==> src/rtl/dice_cgra_pkg.sv <==
// Shared definitions for the DICE CGRA operand path: collector FSM states
// and default register-file geometry used by both collector and register file.
package dice_cgra_pkg;

  typedef enum logic [1:0] {
    IDLE = 2'd0,
    READ = 2'd1,
    DONE = 2'd2
  } state_t;

  localparam int unsigned DEFAULT_NUM_BANK = 4;
  localparam int unsigned DEFAULT_WIDTH    = 32;
  localparam int unsigned DEFAULT_DEPTH    = 512;

endpackage

==> src/rtl/dice_operand_collector_if.sv <==
// Request, register-file read and result signals of the operand collector.
// slave: collector side; master: requester / register file / consumer side.
interface dice_operand_collector_if
  import dice_cgra_pkg::*;
#(
  parameter int unsigned NUM_BANK  = DEFAULT_NUM_BANK,
  parameter int unsigned WIDTH     = DEFAULT_WIDTH,
  parameter int unsigned DEPTH     = DEFAULT_DEPTH,
  parameter int unsigned NUM_OPS   = 3,
  parameter int unsigned TAG_WIDTH = 8
) ();

  localparam int unsigned ADDR_WIDTH = $clog2(DEPTH);
  localparam int unsigned BSEL_WIDTH = $clog2(NUM_BANK);
  localparam int unsigned REG_WIDTH  = ADDR_WIDTH + BSEL_WIDTH;

  logic                            in_valid;
  logic                            in_ready;
  logic [NUM_OPS-1:0]              in_op_en;
  logic [NUM_OPS*REG_WIDTH-1:0]    in_op_reg;
  logic [TAG_WIDTH-1:0]            in_tag;

  logic [NUM_BANK-1:0]             rf_rd_en;
  logic [NUM_BANK*ADDR_WIDTH-1:0]  rf_rd_addr;
  logic [NUM_BANK*WIDTH-1:0]       rf_rd_data;

  logic                            out_valid;
  logic                            out_ready;
  logic [NUM_OPS*WIDTH-1:0]        out_data;
  logic [TAG_WIDTH-1:0]            out_tag;

  modport slave (
    input  in_valid, in_op_en, in_op_reg, in_tag, rf_rd_data, out_ready,
    output in_ready, rf_rd_en, rf_rd_addr, out_valid, out_data, out_tag
  );

  modport master (
    output in_valid, in_op_en, in_op_reg, in_tag, rf_rd_data, out_ready,
    input  in_ready, rf_rd_en, rf_rd_addr, out_valid, out_data, out_tag
  );

endinterface

==> src/rtl/dice_bank_slot_picker.sv <==
// Combinational priority pick: lowest-indexed candidate slot for one bank.
module dice_bank_slot_picker #(
  parameter int unsigned NUM_OPS   = 3,
  parameter int unsigned IDX_WIDTH = (NUM_OPS > 1) ? $clog2(NUM_OPS) : 1
) (
  input  logic [NUM_OPS-1:0]   cand,
  output logic                 valid,
  output logic [NUM_OPS-1:0]   grant,
  output logic [IDX_WIDTH-1:0] idx
);

  // first set bit from slot 0 upward wins
  always_comb begin
    valid = 1'b0;
    grant = '0;
    idx   = '0;
    for (int unsigned i = 0; i < NUM_OPS; i++) begin
      if (cand[i] && !valid) begin
        valid    = 1'b1;
        grant[i] = 1'b1;
        idx      = IDX_WIDTH'(i);
      end
    end
  end

endmodule

==> src/rtl/dice_operand_collector.sv <==
// Operand collector: accepts one request, reads its operands from a banked
// register file (one read per bank per cycle, 1-cycle latency), presents
// the slot-ordered operands with the request tag.
module dice_operand_collector
  import dice_cgra_pkg::*;
#(
  parameter int unsigned NUM_BANK  = DEFAULT_NUM_BANK,
  parameter int unsigned WIDTH     = DEFAULT_WIDTH,
  parameter int unsigned DEPTH     = DEFAULT_DEPTH,
  parameter int unsigned NUM_OPS   = 3,
  parameter int unsigned TAG_WIDTH = 8
) (
  input  logic                     clk,
  input  logic                     rst,
  dice_operand_collector_if.slave  bus
);

  localparam int unsigned ADDR_WIDTH = $clog2(DEPTH);
  localparam int unsigned BSEL_WIDTH = $clog2(NUM_BANK);
  localparam int unsigned REG_WIDTH  = ADDR_WIDTH + BSEL_WIDTH;
  localparam int unsigned IDX_WIDTH  = (NUM_OPS > 1) ? $clog2(NUM_OPS) : 1;

  state_t state_q, state_d;

  logic [NUM_OPS-1:0]                  en_q;
  logic [NUM_OPS-1:0]                  issued_q;
  logic [NUM_OPS-1:0]                  inflight_q;
  logic [NUM_OPS-1:0][REG_WIDTH-1:0]   reg_q;
  logic [NUM_OPS-1:0][WIDTH-1:0]       data_q;
  logic [TAG_WIDTH-1:0]                tag_q;

  logic [NUM_OPS-1:0][BSEL_WIDTH-1:0]  slot_bank;
  logic [NUM_OPS-1:0][ADDR_WIDTH-1:0]  slot_row;
  logic [NUM_BANK-1:0][NUM_OPS-1:0]    cand;
  logic [NUM_BANK-1:0][NUM_OPS-1:0]    grant;
  logic [NUM_BANK-1:0][IDX_WIDTH-1:0]  pick_idx;
  logic [NUM_BANK-1:0]                 bank_hit;
  logic [NUM_BANK-1:0][ADDR_WIDTH-1:0] rd_addr;
  logic [NUM_BANK-1:0][WIDTH-1:0]      rd_data;
  logic [NUM_OPS-1:0]                  issue_mask;
  logic                                accept;
  logic                                read_done;

  assign rd_data = bus.rf_rd_data;
  assign accept  = (state_q == IDLE) && bus.in_valid;

  // split each held register number into bank select and row
  always_comb begin
    for (int unsigned s = 0; s < NUM_OPS; s++) begin
      slot_bank[s] = reg_q[s][BSEL_WIDTH-1:0];
      slot_row[s]  = reg_q[s][REG_WIDTH-1:BSEL_WIDTH];
    end
  end

  // per-bank candidate slots: enabled, not yet issued, mapped to that bank
  always_comb begin
    for (int unsigned b = 0; b < NUM_BANK; b++) begin
      for (int unsigned s = 0; s < NUM_OPS; s++) begin
        cand[b][s] = (state_q == READ) && en_q[s] && !issued_q[s] &&
                     (slot_bank[s] == BSEL_WIDTH'(b));
      end
    end
  end

  for (genvar b = 0; b < NUM_BANK; b++) begin : g_bank
    dice_bank_slot_picker #(
      .NUM_OPS   (NUM_OPS),
      .IDX_WIDTH (IDX_WIDTH)
    ) u_picker (
      .cand  (cand[b]),
      .valid (bank_hit[b]),
      .grant (grant[b]),
      .idx   (pick_idx[b])
    );
  end

  // drive read ports from the picks; idle banks see zero address
  always_comb begin
    issue_mask = '0;
    for (int unsigned b = 0; b < NUM_BANK; b++) begin
      rd_addr[b] = bank_hit[b] ? slot_row[pick_idx[b]] : '0;
      issue_mask = issue_mask | grant[b];
    end
  end

  // Last capture edge: every enabled slot already issued and nothing new
  // issued this cycle, so only the final in-flight round is being captured.
  assign read_done = ((issued_q | issue_mask) == en_q) && (issue_mask == '0);

  assign bus.rf_rd_en   = bank_hit;
  assign bus.rf_rd_addr = rd_addr;
  assign bus.in_ready   = (state_q == IDLE);
  assign bus.out_valid  = (state_q == DONE);
  assign bus.out_data   = data_q;
  assign bus.out_tag    = tag_q;

  // state register
  always_ff @(posedge clk) begin
    if (rst) state_q <= IDLE;
    else     state_q <= state_d;
  end

  // next-state logic
  always_comb begin
    state_d = state_q;
    unique case (state_q)
      IDLE:    if (bus.in_valid) state_d = (|bus.in_op_en) ? READ : DONE;
      READ:    if (read_done) state_d = DONE;
      DONE:    if (bus.out_ready) state_d = IDLE;
      default: state_d = IDLE;
    endcase
  end

  // request capture, issue bookkeeping and operand capture
  always_ff @(posedge clk) begin
    if (rst) begin
      en_q       <= '0;
      issued_q   <= '0;
      inflight_q <= '0;
      reg_q      <= '0;
      data_q     <= '0;
      tag_q      <= '0;
    end else if (accept) begin
      en_q       <= bus.in_op_en;
      reg_q      <= bus.in_op_reg;
      tag_q      <= bus.in_tag;
      issued_q   <= '0;
      inflight_q <= '0;
      data_q     <= '0;
    end else if (state_q == READ) begin
      issued_q   <= issued_q | issue_mask;
      inflight_q <= issue_mask;
      for (int unsigned s = 0; s < NUM_OPS; s++) begin
        if (inflight_q[s]) data_q[s] <= rd_data[slot_bank[s]];
      end
    end
  end

endmodule

==> src/flat_wrapper.sv <==
// flat-port wrapper written by rule: the top's interface ports become plain ports
module dice_operand_collector_flat import dice_cgra_pkg::*;
#(
  parameter int unsigned NUM_BANK  = DEFAULT_NUM_BANK,
  parameter int unsigned WIDTH     = DEFAULT_WIDTH,
  parameter int unsigned DEPTH     = DEFAULT_DEPTH,
  parameter int unsigned NUM_OPS   = 3,
  parameter int unsigned TAG_WIDTH = 8
)
  (clk, rst, bus_in_valid, bus_in_op_en, bus_in_op_reg, bus_in_tag, bus_rf_rd_data, bus_out_ready, bus_in_ready, bus_rf_rd_en, bus_rf_rd_addr, bus_out_valid, bus_out_data, bus_out_tag);
  dice_operand_collector_if #(.NUM_BANK(NUM_BANK), .WIDTH(WIDTH), .DEPTH(DEPTH), .NUM_OPS(NUM_OPS), .TAG_WIDTH(TAG_WIDTH)) bus_i ();
  input  logic clk;
  input  logic rst;
  input wire logic [$bits(bus_i.in_valid)-1:0] bus_in_valid;
  input wire logic [$bits(bus_i.in_op_en)-1:0] bus_in_op_en;
  input wire logic [$bits(bus_i.in_op_reg)-1:0] bus_in_op_reg;
  input wire logic [$bits(bus_i.in_tag)-1:0] bus_in_tag;
  input wire logic [$bits(bus_i.rf_rd_data)-1:0] bus_rf_rd_data;
  input wire logic [$bits(bus_i.out_ready)-1:0] bus_out_ready;
  output wire logic [$bits(bus_i.in_ready)-1:0] bus_in_ready;
  output wire logic [$bits(bus_i.rf_rd_en)-1:0] bus_rf_rd_en;
  output wire logic [$bits(bus_i.rf_rd_addr)-1:0] bus_rf_rd_addr;
  output wire logic [$bits(bus_i.out_valid)-1:0] bus_out_valid;
  output wire logic [$bits(bus_i.out_data)-1:0] bus_out_data;
  output wire logic [$bits(bus_i.out_tag)-1:0] bus_out_tag;
  assign bus_i.in_valid = bus_in_valid;
  assign bus_i.in_op_en = bus_in_op_en;
  assign bus_i.in_op_reg = bus_in_op_reg;
  assign bus_i.in_tag = bus_in_tag;
  assign bus_i.rf_rd_data = bus_rf_rd_data;
  assign bus_i.out_ready = bus_out_ready;
  assign bus_in_ready = bus_i.in_ready;
  assign bus_rf_rd_en = bus_i.rf_rd_en;
  assign bus_rf_rd_addr = bus_i.rf_rd_addr;
  assign bus_out_valid = bus_i.out_valid;
  assign bus_out_data = bus_i.out_data;
  assign bus_out_tag = bus_i.out_tag;
  dice_operand_collector #(.NUM_BANK(NUM_BANK), .WIDTH(WIDTH), .DEPTH(DEPTH), .NUM_OPS(NUM_OPS), .TAG_WIDTH(TAG_WIDTH)) u_core (.clk(clk), .rst(rst), .bus(bus_i));
endmodule
==> config.mk <==
export PLATFORM = sky130hd
export DESIGN_NAME = dice_operand_collector_flat
export DESIGN_NICKNAME = d
export VERILOG_FILES = /design/src/rtl/dice_cgra_pkg.sv /design/src/rtl/dice_operand_collector_if.sv /design/src/rtl/dice_bank_slot_picker.sv /design/src/rtl/dice_operand_collector.sv /design/src/flat_wrapper.sv
export SDC_FILE = /design/constraint.sdc
export NUM_CORES = 1
export LEC_CHECK = 0
export CAP_MARGIN = 10
export CORE_ASPECT_RATIO = 1.4
export CORE_MARGIN = 2
export CORE_UTILIZATION = 41
export DETAILED_ROUTE_END_ITERATION = 10
export PLACE_DENSITY = 0.84
export REMOVE_ABC_BUFFERS = 1
export SETUP_SLACK_MARGIN = 0.4
export SLEW_MARGIN = 0
export SYNTH_ARGS = -nofsm -noshare
export SYNTH_HDL_FRONTEND = slang
export SYNTH_SLANG_ARGS = --single-unit
==> constraint.sdc <==
create_clock -name clk -period 1.8 [get_ports clk]
set_clock_uncertainty 0.1 [all_clocks]
set_input_delay 0.36 -clock clk [delete_from_list [all_inputs] [get_ports clk]]
set_output_delay 0.36 -clock clk [all_outputs]
set_load 0.05 [all_outputs]
# == Yosys cells after proc, flatten, opt, wreduce, memory -nomap -nowiden ==
# Index checks and enable logic that the tools add are counted.
# totals
reg_bits,148
latchBits,0
ram_bits,0
romBits,0
inputBits,176
output_inout_bits,146
word_cells,138
mem_count,0
# op_classes
add_sub_neg,0
n_mul,0
div,0
magnitude_cmp,7
n_eq_ne,15
n_shift,0
mux,51
bitwise,4
reduce_logical,50
# op_table
cell,n
binary-select mux 32 bit (select 2 bit),3
two-way mux 32 bit,3
binary-select mux 9 bit (select 2 bit),4
two-way mux 9 bit,8
logical AND 1 bit,28
two-way mux 1 bit,24
less-than comparator 2 x 3 -> 1 bit (second input constant),7
two-way mux 2 bit,8
== test 2 bit (second input constant),7
bitwise OR 3 bit,4
zero test 1 bit,11
== test 2 x 1 -> 1 bit (second input constant),4
zero test 2 bit,4
one-hot mux 2 bit (3 select lines),1
AND reduction 2 bit,3
inequality test 2 bit (second input constant),2
== test 3 bit,1
zero test 3 bit,1
AND reduction 3 bit,1
OR reduction 3 bit,1
inequality test 2 x 1 -> 1 bit (second input constant),1
OR reduction 2 bit,1

# == Longest topological paths before layout ==
# logic_depth
word_depth,19
ltp_mapped,9
ltp_nobuf,5

# == Cells and area by module ==
# From an unflattened synthesis, not the netlist that was laid out.
# hier_totals
hier_cells,748
hier_area_um2,8453.1
# modules_own_cells
mod,n_inst,cells_per_inst,area_per_inst_um2
dice_operand_collector,1,724,8272.9
dice_bank_slot_picker,4,6,45.0

# == Least setup slack after synthesis ==
# No wires, ideal clock.
# synth_timing
path_kind,flip-flop to output port
start,register u_core.state_q[0]
end,output bus_rf_rd_addr[0]
arrival_ns,2.036
required_time_ns,1.340
setup_slack_ns,-0.696
path_stages_with_launch,8
n_path_buf,2
path_cell_list,dfxtp_1 > buf_4 > nor2b_4 > buf_6 > nand3b_4 > nor3_4 > a22oi_1 > a21oi_1
# synth_via
elab_chain_cells,14
word_cells_on_any_way,22
cone_classes,eq/ne: 1; mux: 8; reduce/logical: 13
# synth_lines
item,line,rtl
start: declaration,dice_operand_collector.sv:23,"state_t state_q, state_d;"
start signal: assignment,dice_operand_collector.sv:100,else state_q <= state_d;
== test 2 x 1 -> 1 bit *,dice_operand_collector.sv:59,cand[b][s] = (state_q == READ) && en_q[s] && !issued_q[s] &&
logical AND 1 bit (3 in series),dice_operand_collector.sv:59,
two-way mux 1 bit,dice_bank_slot_picker.sv:18,if (cand[i] && !valid) begin
zero test 1 bit,dice_bank_slot_picker.sv:18,
logical AND 1 bit,dice_bank_slot_picker.sv:18,
two-way mux 1 bit,dice_bank_slot_picker.sv:18,
zero test 1 bit,dice_bank_slot_picker.sv:18,
logical AND 1 bit,dice_bank_slot_picker.sv:18,
two-way mux 2 bit,dice_bank_slot_picker.sv:18,
binary-select mux 9 bit (select 2 bit),dice_operand_collector.sv:81,rd_addr[b] = bank_hit[b] ? slot_row[pick_idx[b]] : '0;
two-way mux 9 bit (implied by the code),dice_operand_collector.sv:81,
two-way mux 9 bit *,dice_operand_collector.sv:81,
end: declaration,flat_wrapper.sv:22,output wire logic [$bits(bus_i.rf_rd_addr)-1:0] bus_rf_rd_addr;
# Mark *: on every way between the ends. The rest lies on a longest branch, timed or not. The select of a mux whose other input is x is not followed.

# == Final worst setup path ==
# layout_timing
start,register u_core.state_q[0]
end,output bus_rf_rd_addr[25]
# The elaborated chain is that of the path after synthesis.

==> run metrics <==
outcome finished, violations left; failing checks negative setup slack; initial antenna violation count 1; count of boundary I/O pins between 300 and 400; Synth cell types 40; worst ir drop on vdd about 640 uV; ANT cells 0; synth-to-layout area growth 82.4%; Data arrival, critical path 2.18 ns; cell chosen for the clock root clkbuf_16; DR vias about 10k; Vert. Die Dim around 170 um; Post-Route Hold Slack 0.128 ns; routed wire length 42900 um; largest net degree at the start of global routing 56; number of instances in the synthesized netlist 939; horizontal die dimension 126 um; worst setup slack after layout -0.841 ns; ordered cell list for the critical path nor2b_4 -> nand4b_4 -> nor2_4 -> buf_6 -> a22oi_2 -> a21oi_1 -> buf_4; highest-delay cell along the critical path dfxtp_4; final max-slew violation count 0; FF+latch count, synth around 150; leading register cell type out of synthesis dfxtp_1; total standard cell area after synthesis between 8000 and 9000 sq um; wire length on met3 between 4000 and 5000 um; pwr/cell area 641 nW/um^2; maximum fanout encountered on the critical timing path 6; actual transition at the worst max-transition pin about 0.52 ns; final RePlAce weighted congestion roughly 0.94; warnings from Yosys 0; # rows between 60 and 70; first-pass GRT wire length around 54000 um; leakage power summed over all cells roughly 6 nW; WL met2 21800 um; relative slew slack 0.653; total gr overflow 0; Crit path required time 1.34 ns; average wire per cell in the routed design about 27 um; CTS Buf Count 17; unrepaired setup endpoints after global routing true; final core utilization 0.759; post-synthesis area per instance 9.04 sq um; CP endpoint kind output port; clock latency on the worst-skew pair between 0.4 and 0.5 ns; total iterations of the first detailed-routing run 5; MaxCap Viol Count 0; antenna-violating nets left 0; class of the most critical setup path reg -> out; top routing layer used met5; wl on met1 ~13000 um; maximum level of the CTS H-tree 4; port bufs around 320; Final nets roughly 1.5k; Clock transition at path regs ~0.07 ns; clk buf depth 2; post-synthesis sequential area ratio 0.349; number of global-route vias before repair 9787; Worst Setup Start Kind flip-flop; die outline area about 22000 sq um; initial detailed-routing violation count just over 900; setup total negative slack -94.98 ns; kind of path behind the tightest hold check in -> reg; count of flip-flops with a built-in enable after synthesis 0; total core area around 20000 sq um; Pwr Total 9.92 mW; initial core utilization 0.416; hpwl dp approximately 23000 um; Num Clock Sinks 148; final hold vios 0; final critical delay including setup and external delays approximately 2.6 ns; CTS tree done; DRC violation count after routing 0; maximum operating frequency ~0.38 GHz; Final Cycle Share 1.47; fraction of layout cells with a size suffix above 1 0.527; delay of the slowest cell on the worst path around 0.38 ns; count of hold buffers inserted by post-cts repair 0; proportion of synthesized flip-flops having asynchronous set or reset 0; Total GRT Usage 0.319; final count of negative-setup-slack endpoints 140; detail-routed via count per cell 6.33
logic make-up after synthesis:
group | count (synthesis) | synth area share
AND/OR/NAND/NOR | 371 | 0.188
AO/OA/AOI/OAI | 224 | 0.143
flip-flops | 148 | 0.349
multiplexers | 99 | 0.258
buffers and inverters | 92 | 0.0565
XOR/XNOR | 5 | 0.00516
report_power, final:
group | leakage [nW] | total [mW] | internal, mW | switching (mW)
clock network | 0.296 | 3.78 | 2.10 | 1.68
logic | 4.47 | 2.60 | 1.33 | 1.27
registers | 1.20 | 3.54 | 3.37 | 0.170
state kept, by name, indices dropped and copies added (netlist names):
signal,flops
u_core.inflight_q,3
u_core.state_q,2
u_core.bus.out_tag,8
u_core.issued_q,3
u_core.reg_q,33
u_core.en_q,3
u_core.bus.out_data,96
timing repair:
action | CTS | global route
endpoints found under the setup margin | 292 | 294
buffers inserted | 18 | 15
pin swaps | 24 | 70
gates resized for setup | 135 | 306
cloned | 12 | 14
per-stage QoR:
| step | std cells | worst slack, ns | area [sq um] |
|---|---|---|---|
| after detailed placement | 1502 | -0.431 | 12400 |
| after global placement | 1502 | -0.366 | 12400 |
| final | 1593 | -0.841 | 15500 |
| after floorplan | 850 | -2.57 | 8020 |
| after global routing | 1593 | -0.930 | 15500 |
| after CTS | 1564 | -0.786 | 13900 |
worst max-delay path: cells and delay by family (launching register included):
kind,cells,cell delay [ns]
simple gates,3,0.70
buf+inv,2,0.39
flops,1,0.38
compound gates,2,0.26
metal layers:
metal | vias up | GRT usage
li1 | 4138 | -
met1 | 4854 | 0.329
met2 | 822 | 0.572
met3 | 263 | 0.0920
met4 | 2 | 0.181
met5 | - | 0
worst paths after layout:
path,start,end,slack (ns),depth (start not counted)
worst max-delay path,u_core.state_q[0]$_SDFFE_PP0P_,bus_rf_rd_addr[25],-0.84,7
worst min-delay path,rst,u_core.reg_q[10]$_SDFFE_PP0P_,0.13,2
worst max register to register,u_core.state_q[0]$_SDFFE_PP0P_,u_core.bus.out_data[89]$_SDFFE_PP0P_,-0.74,16
worst min register to register,u_core.bus.out_tag[0]$_SDFFE_PP0P_,u_core.bus.out_tag[0]$_SDFFE_PP0P_,0.36,2
synthesized netlist by cell type (2+ instances only):
| master | n | area [sq um] |
|---|---|---|
| nand2_1 | 298 | 1120 |
| a21oi_1 | 174 | 871 |
| dfxtp_1 | 148 | 2960 |
| mux4_2 | 96 | 2160 |
| nor2_1 | 40 | 150 |
| a22oi_1 | 36 | 270 |
| buf_2 | 35 | 175 |
| clkbuf_1 | 28 | 105 |
| buf_4 | 16 | 120 |
| o21ai_1 | 9 | 45.0 |
| buf_1 | 6 | 22.5 |
| xnor2_1 | 5 | 43.8 |
| buf_6 | 4 | 45.0 |
| nor3_1 | 4 | 20.0 |
| and2_1 | 3 | 18.8 |
| inv_1 | 3 | 11.3 |
| mux2i_1 | 3 | 30.0 |
| a31oi_1 | 2 | 12.5 |
| nand2b_1 | 2 | 12.5 |
| nand3_1 | 2 | 10.0 |
| nor2_2 | 2 | 12.5 |
| nor2b_1 | 2 | 12.5 |
| nor3_4 | 2 | 32.5 |
| nor3b_1 | 2 | 15.0 |
| o21ai_0 | 2 | 10.0 |
cell usage in the layout (no fill, tap or decap), types with 47 or more instances in the layout:
master and instances:
a21oi_1 47, a21oi_2 126, buf_12 63, buf_4 159, clkdlybuf4s50_1 174, dfxtp_1 139
mux4_2 96, nand2_1 193, nand2_4 65
layout make-up:
type                       count  area, sq um
tap                          256          320
clock buffer                  17          425
inverter                       3         13.8
timing repair buffer         455         5200
fill                        1160         4920
multi-input combinational    699         6360
sequential                   148         2980
clock inverter                15          180
(Power assumes the default switching activity.)
